### src/rtl/gshare_fetch_ctrl.sv
// gshare front-end control: PHT index formation, speculative GHR,
// in-flight branch FIFO, commit-time PHT update and mispredict repair.
module gshare_fetch_ctrl #(
    parameter int I_WIDTH = 7,
    parameter int DEPTH   = 8
) (
    input  logic               clk,
    input  logic               resetN,
    input  logic [31:0]        fetchPC,
    input  logic               branchFetch,
    output logic [I_WIDTH:0]   index,
    input  logic [1:0]         gshareState,
    output logic               predValid,
    output logic               predTaken,
    output logic               fetchStall,
    input  logic               commitValid,
    input  logic               commitTaken,
    input  logic               mispredict,
    output logic [I_WIDTH:0]   previousIndex,
    output logic [1:0]         newState,
    output logic               predictorWrite
);

    localparam int IW = I_WIDTH + 1;
    localparam int PW = $clog2(DEPTH);
    localparam int CW = PW + 1;

    logic [IW-1:0] ghr;
    logic [PW-1:0] head;
    logic [PW-1:0] tail;
    logic [PW-1:0] last;
    logic [CW-1:0] count;
    logic          pending;

    logic [IW-1:0] idx_q [DEPTH];
    logic [IW-1:0] ghr_q [DEPTH];
    logic [1:0]    st_q  [DEPTH];

    logic          do_commit;
    logic          flush;
    logic          accept;
    logic          bypass;
    logic [1:0]    head_st;
    logic [1:0]    upd_st;

    logic          unused_pc;
    assign unused_pc = ^{fetchPC[31:I_WIDTH+3], fetchPC[1:0]};

    assign index      = fetchPC[I_WIDTH+2:2] ^ ghr;
    assign fetchStall = (count == CW'(DEPTH));
    assign predValid  = pending;
    assign predTaken  = pending & gshareState[1];

    assign do_commit = commitValid && (count != '0);
    assign flush     = do_commit && mispredict;
    assign accept    = branchFetch && !fetchStall && !flush;

    // Head is the entry whose state is only arriving this cycle.
    assign bypass  = pending && (count == CW'(1));
    assign head_st = bypass ? gshareState : st_q[head];

    always_comb begin
        upd_st = head_st;
        if (commitTaken) begin
            if (head_st != 2'b11) upd_st = head_st + 2'd1;
        end else begin
            if (head_st != 2'b00) upd_st = head_st - 2'd1;
        end
    end

    always_ff @(posedge clk or negedge resetN) begin
        if (!resetN) begin
            ghr            <= '0;
            head           <= '0;
            tail           <= '0;
            last           <= '0;
            count          <= '0;
            pending        <= 1'b0;
            previousIndex  <= '0;
            newState       <= 2'b00;
            predictorWrite <= 1'b0;
        end else begin
            predictorWrite <= do_commit;
            if (do_commit) begin
                previousIndex <= idx_q[head];
                newState      <= upd_st;
            end
            if (flush) begin
                ghr     <= {ghr_q[head][IW-2:0], commitTaken};
                head    <= tail;
                count   <= '0;
                pending <= 1'b0;
            end else begin
                if (pending) ghr <= {ghr[IW-2:0], gshareState[1]};
                if (do_commit) head <= head + PW'(1);
                if (accept) begin
                    tail <= tail + PW'(1);
                    last <= tail;
                end
                count   <= count + CW'(accept) - CW'(do_commit);
                pending <= accept;
            end
        end
    end

    // Entry storage needs no reset: count gates every read.
    always_ff @(posedge clk) begin
        if (accept) begin
            idx_q[tail] <= index;
            ghr_q[tail] <= ghr;
            st_q[tail]  <= 2'b00;
        end
        if (pending && !flush) st_q[last] <= gshareState;
    end

endmodule

### config.mk
export PLATFORM = sky130hd
export DESIGN_NAME = gshare_fetch_ctrl
export DESIGN_NICKNAME = d
export VERILOG_FILES = /design/src/rtl/gshare_fetch_ctrl.sv
export SDC_FILE = /design/constraint.sdc
export NUM_CORES = 1
export LEC_CHECK = 0
export ABC_AREA = 1
export BUFFER_PORTS_ARGS = -buffer_cell sky130_fd_sc_hd__buf_4
export CAP_MARGIN = 20
export CELL_PAD_IN_SITES_DETAIL_PLACEMENT = 0
export CELL_PAD_IN_SITES_GLOBAL_PLACEMENT = 2
export CORE_MARGIN = 5
export CORE_UTILIZATION = 43
export DETAILED_ROUTE_END_ITERATION = 7
export GPL_TIMING_DRIVEN = 0
export HOLD_SLACK_MARGIN = 0.08
export PLACE_DENSITY_LB_ADDON = 0.25
export SKIP_CTS_REPAIR_TIMING = 1
export SLEW_MARGIN = 10
export SYNTH_ARGS = -nofsm -noshare
export SYNTH_HDL_FRONTEND = slang
export SYNTH_SLANG_ARGS = --single-unit
### constraint.sdc
create_clock -name clk -period 3.8 [get_ports clk]
set_clock_uncertainty 0.1 [all_clocks]
set_input_delay 0.57 -clock clk [delete_from_list [all_inputs] [get_ports clk]]
set_output_delay 0.57 -clock clk [all_outputs]
set_load 0.02 [all_outputs]
==> key figures, run 1 <==
Outcome
  • Outcome: complete, no violations

Drt
  • Via total after detailed routing: 4803
  • Routed length on met3: 899 um
  • Antenna viol nets, final: 0
  • Post-detailed-route wirelength per cell: 19.9 um
  • First-pass iteration count of the detailed router: 5
  • Routed wire length: 17900 um
  • DR top layer: met4
  • Via count normalized by instance count: 5.34
  • DR DRC count: 0
  • Amount of wire on met2 after detailed routing: 8380 um
  • Detailed-route wire length on metal 1: 8310 um
  • 1st-iter DRT viols: 404

Logic synthesis
  • Post-synth design cell area: 7130 um2
  • Sequential fraction of the synthesis area: 0.688
  • Cell taking the most area after synthesis: sky130_fd_sc_hd__edfxtp_1
  • Biggest area contributors in the synthesized netlist: sky130_fd_sc_hd__edfxtp_1 57%, sky130_fd_sc_hd__dfrtp_1 12%, sky130_fd_sc_hd__nor2_1 4.9%
  • Count of different cell masters after synthesis: 32
  • Yosys warns: 0
  • Net count of the mapped netlist: 650
  • Share of Yosys cell area claimed by the top area cell type: 0.572
  • Number of flip-flops and latches in the synthesized netlist: 169
  • Number of standard cells after synthesis: 601
  • Post-synthesis area per instance: 11.9 um2

Worst setup path
  • Type of the worst setup path: reg2reg
  • Slowest Stage Delay on Critical Path: 0.61 ns
  • Cell family with most CP delay: simple AND/OR/NAND/NOR gates
  • Most prevalent standard cell on the critical path: sky130_fd_sc_hd__nand2_4
  • Required arrival time at the worst endpoint: 3.83 ns
  • Nature of the critical path endpoint: flop
  • Crit path arrival time: 2.72 ns
  • Crit-path slowest cell: sky130_fd_sc_hd__nor2_2
  • Startpoint type of the worst setup path: flop
  • Critical path, cell by cell: inv_1 -> ha_1 -> nand2_1 -> nand2_4 -> inv_4 -> nand2_4 -> nand2_4 -> inv_2 -> nand2_1 -> nor2_2 -> buf_8
  • Critical path fanouts, max: 9
  • Combined buffer and inverter count along the critical path: 4

Timing
  • Final worst-path setup slack: 1.10 ns
  • Worst rel slew slack: 0.472
  • Total count of hold-check failures in the final report: 0
  • Worst Max-Slew Pin Slew: 0.789 ns
  • Aggregate negative setup slack: 0 ns
  • Setup repair after global routing missed its margin: false
  • Fin crit share: 0.710
  • Final setup violation count: 0
  • Achievable clock frequency: 0.371 GHz
  • Time the worst path needs with I/O delays and setup: 2.70 ns
  • Slew Limit Fails: 0

Global routing
  • Total global routing track utilization: 0.189
  • Gr ovfl total: 0
  • Largest net degree at the start of global routing: 34
  • Global-route wire length before repair: 27700 um
  • Vias in the first global route: 4768
  • Antenna violations before repair: 0

Floorplan
  • I/O pin count: 62
  • Die H: 139 um
  • Cell row count: 47
  • DIE WIDTH: 139 um
  • Floorplan die area: 19300 um2
  • Area of the core: 16400 um2
  • Starting density of the core: 0.435

Final layout
  • Utilization of the core after routing: 0.513
  • Post-Layout Cell Count: 899
  • Number of inserted diodes: 0
  • Share of layout cells above drive strength 1: 0.169
  • Area growth, synth to finish: 18.0%
  • # nets final: 715

Placed design
  • Count of input and output buffers: 37
  • Placed cell count: 866
  • Post-place setup slack: 1.04 ns
  • Detailed Place HPWL: 12200 um
  • Routability congestion estimate: 0.783

Flow run
  • Max Cap Violations: 0

Clock tree
  • CTS clk-pin slew, worst paths: 0.06 ns
  • Clock latency of the later-clocked register in the worst-skew pair: 0.42 ns
  • Clock root buffer: sky130_fd_sc_hd__clkbuf_16
  • CTS sink count: 169
  • Number of buffers on the longest clock path: 2
  • H-tree level count: 4
  • Number of buffers created by CTS: 17
  • CTS tree: built

Min path
  • Worst min-delay path category: in2reg

Power and ir drop
  • Pwr Density: 842 nW/um2
  • VDD IR-drop max: 421 uV
  • Total power after layout: 0.00709 W
  • P_leak: 3.24 nW
## placed cells by master, fill, tap and decap left out, types with 9 or more instances in the layout
cell | netlist | routed
sky130_fd_sc_hd__edfxtp_1 | 136 | 136
sky130_fd_sc_hd__nor2_1 | 94 | 86
sky130_fd_sc_hd__o221ai_1 | 19 | 19
sky130_fd_sc_hd__nand3_1 | 29 | 29
sky130_fd_sc_hd__clkbuf_1 | 12 | 16
sky130_fd_sc_hd__o22ai_1 | 9 | 9
sky130_fd_sc_hd__o21ai_0 | 67 | 67
sky130_fd_sc_hd__o211ai_1 | 14 | 14
sky130_fd_sc_hd__clkbuf_16 | 0 | 17
sky130_fd_sc_hd__buf_4 | 2 | 39
sky130_fd_sc_hd__nand2_1 | 87 | 87
sky130_fd_sc_hd__inv_1 | 32 | 32
sky130_fd_sc_hd__xor2_1 | 10 | 10
sky130_fd_sc_hd__dfrtp_1 | 33 | 33
## report_power, final
group | internal (W) | switching, W
clock network | 0.00101 | 0.000699
registers | 0.00259 | 0.000284
logic | 0.000811 | 0.00169
## sequential cells by signal, indices dropped and copies added (netlist names)
name	cells
idx_q	64
ghr_q	56
st_q	16
ghr	8
previousIndex	8
count	4
head	3
last	3
tail	3
newState	2
predValid	1
predictorWrite	1
## worst reg2reg max path: cells and delay by family, from the launching register on
kind                     cells  cell delay, ns
adder cells (fa/ha/maj)      1            0.19
buffers and inverters        4            0.53
flip-flops                   1            0.36
AND/OR/NAND/NOR              6            1.23
## cell families after synthesis
kind of cell,synth area share
adders and majority gates,0.0168
buffers and inverters,0.0440
DFF,0.688
AOI/OAI and AO/OA,0.107
xor gates and xnor gates,0.0123
and+or+nand+nor,0.132
## through the flow
stage                     instance area [um2]  hold slack, ns
after floorplan                          7130           0.174
after global placement                   7690           0.364
after detailed placement                 7820           0.368
after CTS                                8410          0.0280
after global routing                     8420           0.369
final                                    8420           0.368
## cell usage after synthesis
| cell type | n |
|---|---|
| sky130_fd_sc_hd__dfrtp_1 | 33 |
| sky130_fd_sc_hd__a21o_1 | 1 |
| sky130_fd_sc_hd__inv_2 | 2 |
| sky130_fd_sc_hd__o21ai_1 | 7 |
| sky130_fd_sc_hd__o211ai_1 | 14 |
| sky130_fd_sc_hd__nand2_1 | 87 |
| sky130_fd_sc_hd__a211oi_1 | 1 |
| sky130_fd_sc_hd__a21oi_1 | 3 |
| sky130_fd_sc_hd__clkbuf_1 | 12 |
| sky130_fd_sc_hd__nor2_1 | 94 |
| sky130_fd_sc_hd__clkinv_1 | 2 |
| sky130_fd_sc_hd__clkbuf_2 | 1 |
| sky130_fd_sc_hd__o21ai_0 | 67 |
| sky130_fd_sc_hd__o22ai_1 | 9 |
| sky130_fd_sc_hd__o221ai_1 | 19 |
| sky130_fd_sc_hd__edfxtp_1 | 136 |
| sky130_fd_sc_hd__nor2_4 | 1 |
| sky130_fd_sc_hd__fa_1 | 1 |
| sky130_fd_sc_hd__nor2_8 | 1 |
| sky130_fd_sc_hd__buf_6 | 6 |
| sky130_fd_sc_hd__or2_1 | 1 |
| sky130_fd_sc_hd__ha_1 | 8 |
| sky130_fd_sc_hd__buf_2 | 8 |
| sky130_fd_sc_hd__xor2_1 | 10 |
| sky130_fd_sc_hd__nand2_4 | 4 |
| sky130_fd_sc_hd__buf_4 | 2 |
| sky130_fd_sc_hd__nand2_2 | 4 |
| sky130_fd_sc_hd__nor3b_1 | 1 |
| sky130_fd_sc_hd__inv_4 | 1 |
| sky130_fd_sc_hd__o21ai_2 | 4 |
| sky130_fd_sc_hd__nand3_1 | 29 |
| sky130_fd_sc_hd__inv_1 | 32 |
## metal layers
metal  vias up  global-route usage
met1      2356               0.272
met3        30              0.0372
li1       2252                   -
met5         -                   0
met4         0              0.0675
met2       165               0.288
## final cells by class
cell class / count / area [um2]
fillers: 1455 / 7990
flip-flops and latches: 169 / 4910
multi-input cells: 366 / 1930
clock buffers: 23 / 468
repair buffers: 46 / 404
well taps: 220 / 275
plain buffers: 29 / 173
inverters: 37 / 141
clock inverters: 9 / 115
## final timing paths
check	end	startpoint	slack, ns	cells past startpoint
min	head[0]	commitValid	0.37	3
min in group asynchronous	previousIndex[4]	resetN	0.57	2
min reg2reg	previousIndex[6]	previousIndex[6]	0.38	2
max reg2reg	idx_q[1][6]	count[2]	1.10	11
max	idx_q[1][6]	count[2]	1.10	11
max in group asynchronous	ghr[0]	resetN	2.67	2
Note: power is estimated with default switching activity, not from simulation.
==> inputs of run 2 (changes only) <==
--- a/config.mk
+++ b/config.mk
@@ -5,13 +5,13 @@
 export SDC_FILE = /design/constraint.sdc
 export NUM_CORES = 1
 export LEC_CHECK = 0
-export ABC_AREA = 1
+export ABC_AREA = 0
 export BUFFER_PORTS_ARGS = -buffer_cell sky130_fd_sc_hd__buf_4
 export CAP_MARGIN = 20
 export CELL_PAD_IN_SITES_DETAIL_PLACEMENT = 0
 export CELL_PAD_IN_SITES_GLOBAL_PLACEMENT = 2
 export CORE_MARGIN = 5
-export CORE_UTILIZATION = 43
+export CORE_UTILIZATION = 44
 export DETAILED_ROUTE_END_ITERATION = 7
 export GPL_TIMING_DRIVEN = 0
 export HOLD_SLACK_MARGIN = 0.08
==> constraint.sdc (replaced) <==
create_clock -name clk -period 2.7 [get_ports clk]
set_clock_uncertainty 0.1 [all_clocks]
set_input_delay 0.405 -clock clk [delete_from_list [all_inputs] [get_ports clk]]
set_output_delay 0.405 -clock clk [all_outputs]
set_load 0.02 [all_outputs]
==> key figures, run 2 <==
Final layout
  • Filler cell count: 1301
  • Most flops, register: idx_q
  • Most common cell after layout, fill and taps aside: sky130_fd_sc_hd__edfxtp_1
  • Area growth, synth to finish: 21.1%
  • Share of layout cells above drive strength 1: 0.302
  • Flip-flop count of the largest register, all copies and words added: 64
  • Total non-filler cell area in the finished layout: 8490 um2
  • Largest registers: idx_q (64), ghr_q (56), st_q (16)
  • Utilization of the core after routing: 0.539
  • Highest-count cells in the layout ignoring fill and taps: 136 x sky130_fd_sc_hd__edfxtp_1, 50 x sky130_fd_sc_hd__buf_4, 33 x sky130_fd_sc_hd__dfrtp_1
  • # nets final: 536
  • Number of inserted diodes: 0

Drt
  • Via count normalized by instance count: 5.34
  • Via total after detailed routing: 3826
  • First-pass iteration count of the detailed router: 4
  • Post-detailed-route wirelength per cell: 21.2 um
  • Antenna viol nets, final: 0
  • 1st-iter DRT viols: 287
  • Routed wire length: 15200 um
  • DR DRC count: 0

Power and ir drop
  • VDD IR-drop max: 560 uV
  • Relative contribution of the clock network to total power: 0.246
  • Total power after layout: 0.00975 W
  • Comb pwr share: 0.335
  • Switch share: 0.319
  • Power Internal: 0.00663 W
  • Pwr Density: 1150 nW/um2
  • P_leak: 3.05 nW
  • Relative contribution of sequential cells to total power: 0.419
  • Sw power: 0.00311 W

Timing
  • Fin crit share: 1.04
  • Worst rel slew slack: 0.410
  • Slew Limit Fails: 0
  • Aggregate negative setup slack: -0.242 ns
  • Total count of hold-check failures in the final report: 0
  • Final setup violation count: 3
  • Time the worst path needs with I/O delays and setup: 2.80 ns
  • Worst Max-Slew Pin Slew: 0.884 ns
  • Achievable clock frequency: 0.358 GHz
  • Setup repair after global routing missed its margin: true
  • Final worst-path setup slack: -0.0951 ns

Floorplan
  • Floorplan die area: 18600 um2
  • DIE WIDTH: 136 um
  • Area of the core: 15800 um2
  • Die H: 136 um
  • I/O pin count: 62
  • Cell row count: 46
  • Starting density of the core: 0.445

Logic synthesis
  • Post-synthesis area per instance: 17.1 um2
  • Share of the synthesized area in compound gates (AO/OA/AOI/OAI): 0.0366
  • Count of different cell masters after synthesis: 43
  • Number of flip-flops and latches in the synthesized netlist: 169
  • Post-synthesis share of cell area spent on full adders, half adders and majority gates: 0.0171
  • Dominant cell by count in the synthesized netlist: sky130_fd_sc_hd__edfxtp_1
  • Yosys warns: 0
  • Number of standard cells after synthesis: 410
  • Fraction of registers with async set/reset: 0.195
  • Count of flip-flops with a built-in enable after synthesis: 136
  • Top_reg_cell synth: sky130_fd_sc_hd__edfxtp_1
  • Synth Area in XOR/XNOR: 0.0150
  • Cell taking the most area after synthesis: sky130_fd_sc_hd__edfxtp_1
  • Post-synth design cell area: 7020 um2
  • Combinational family with the most area after synthesis: multiplexers
  • Commonest cells in the netlist: 136 x sky130_fd_sc_hd__edfxtp_1, 33 x sky130_fd_sc_hd__dfrtp_1, 32 x sky130_fd_sc_hd__mux4_2
  • Area fraction in and, or, nand and nor cells after synthesis: 0.0708
  • Share of Yosys cell area claimed by the top area cell type: 0.582
  • Share of synthesized area spent on multiplexers: 0.140
  • Biggest area contributors in the synthesized netlist: sky130_fd_sc_hd__edfxtp_1 58%, sky130_fd_sc_hd__dfrtp_1 12%, sky130_fd_sc_hd__mux4_2 10%
  • Net count of the mapped netlist: 459
  • Sequential fraction of the synthesis area: 0.700

Worst setup path
  • Required arrival time at the worst endpoint: 2.95 ns
  • Nature of the critical path endpoint: flop
  • Type of the worst setup path: reg2reg
  • Startpoint type of the worst setup path: flop
  • Most prevalent standard cell on the critical path: sky130_fd_sc_hd__ha_4
  • Combined buffer and inverter count along the critical path: 4
  • Critical path, cell by cell: inv_2 -> ha_4 -> or3b_4 -> a311oi_4 -> buf_12 -> inv_4 -> ha_4 -> inv_2 -> ha_4 -> fa_2 -> nor2b_1
  • Critical path fanouts, max: 8
  • Cell family with most CP delay: adder cells
  • Reg2reg path depth: 11
  • Crit-path slowest cell: sky130_fd_sc_hd__fa_2
  • Reg-to-reg startpoint: count[2]
  • Register-to-register path setup slack: -0.1 ns
  • Crit path arrival time: 3.04 ns
  • Critical R2R Capture: count[1]
  • Slowest Stage Delay on Critical Path: 0.50 ns

Placed design
  • Count of input and output buffers: 36
  • Placement Cell Area: 7700 um2
  • Detailed Place HPWL: 9790 um
  • Routability congestion estimate: 0.817

Clock tree
  • Clock root buffer: sky130_fd_sc_hd__clkbuf_16
  • CTS sink count: 169
  • H-tree level count: 4
  • Number of buffers created by CTS: 17
  • Number of buffers on the longest clock path: 2
  • Clock latency of the later-clocked register in the worst-skew pair: 0.42 ns
  • CTS clk-pin slew, worst paths: 0.06 ns
  • CTS tree: built

Min path
  • Worst min-delay path category: in2reg
  • Worst hold endpoint: ghr[0]
  • Hold depth: 3
  • Startpoint of the most critical hold path: commitTaken

Global routing
  • Antenna violations before repair: 0
  • Vias in the first global route: 3860
  • Total global routing track utilization: 0.175
  • Global-route wire length before repair: 23200 um
  • Largest net degree at the start of global routing: 34
  • Gr ovfl total: 0

Outcome
  • Failing checks: negative setup slack
  • Outcome: finished with violations

Flow run
  • Max Cap Violations: 0
==> run 2: changes by cell type after synthesis, sizes merged, moves of 32 or more <==
cell	delta
mux4	+32
o21ai	-62
nand2	-77
nor2	-80
==> run 2: area by class of cell <==
cell class              count  area [um2]  share of cell area
inverters                  12        47.5             0.00560
multi-input cells         209        2070               0.244
plain buffers              20        98.8              0.0116
clock inverters             9         125              0.0147
well taps                 216         270              0.0318
flip-flops and latches    169        4910               0.578
repair buffers             58         513              0.0604
clock buffers              23         458              0.0539
==> run 2: metrics by stage <==
step	std cells	hold slack (ns)	setup slack, ns
global route	716	0.144	-0.172
global placement	662	0.317	-0.802
floorplan	410	0.00941	-0.0954
finish	716	0.137	-0.0951
detailed placement	666	0.311	-0.720
CTS	698	-0.142	-0.730
==> run 2: power groups by stage <==
stage | clock (W) | combinational, W | sequential [W]
final | 0.00240 | 0.00326 | 0.00409
after CTS | 0.00244 | 0.00315 | 0.00410
after global placement | 0 | 0.00305 | 0.00411
after floorplan | 0 | 0.00212 | 0.00409
after global routing | 0.00256 | 0.00358 | 0.00416
after detailed placement | 0 | 0.00314 | 0.00415
==> run 2: kinds of logic after synthesis <==
family	count (synthesis)
and+or+nand+nor	90
DFF	169
AOI/OAI and AO/OA	40
xor gates and xnor gates	12
buffers and inverters	32
muxes	58
adders and majority gates	9
==> run 2: worst max path at each step <==
stage             start          to  cells past startpoint
2_1_floorplan  count[3]    count[1]                     10
3_3_place_gp   count[3]  st_q[6][1]                      7
3_5_place_dp   count[3]  st_q[3][0]                      7
4_1_cts        count[3]  st_q[3][1]                      7
5_1_grt        count[2]    count[1]                     11
6_report       count[2]    count[1]                     11
==> run 2: worst register-to-register path: stages (launching register included) <==
cell                       delay, ns
sky130_fd_sc_hd__dfrtp_1        0.37
sky130_fd_sc_hd__inv_2          0.09
sky130_fd_sc_hd__ha_4           0.14
sky130_fd_sc_hd__or3b_4         0.40
sky130_fd_sc_hd__a311oi_4       0.34
sky130_fd_sc_hd__buf_12         0.18
sky130_fd_sc_hd__inv_4          0.04
sky130_fd_sc_hd__ha_4           0.25
sky130_fd_sc_hd__inv_2          0.04
sky130_fd_sc_hd__ha_4           0.16
sky130_fd_sc_hd__fa_2           0.50
sky130_fd_sc_hd__nor2b_1        0.12
==> run 2: per-layer routing <==
layer,share of wire,wire length [um],global-route usage,vias to the layer above
met1,0.42,6320,0.232,1972
met3,0.051,778,0.0348,20
met2,0.51,7750,0.284,94
li1,-,-,-,1740
met4,0.020,306,0.0733,0
met5,0,0,0,-
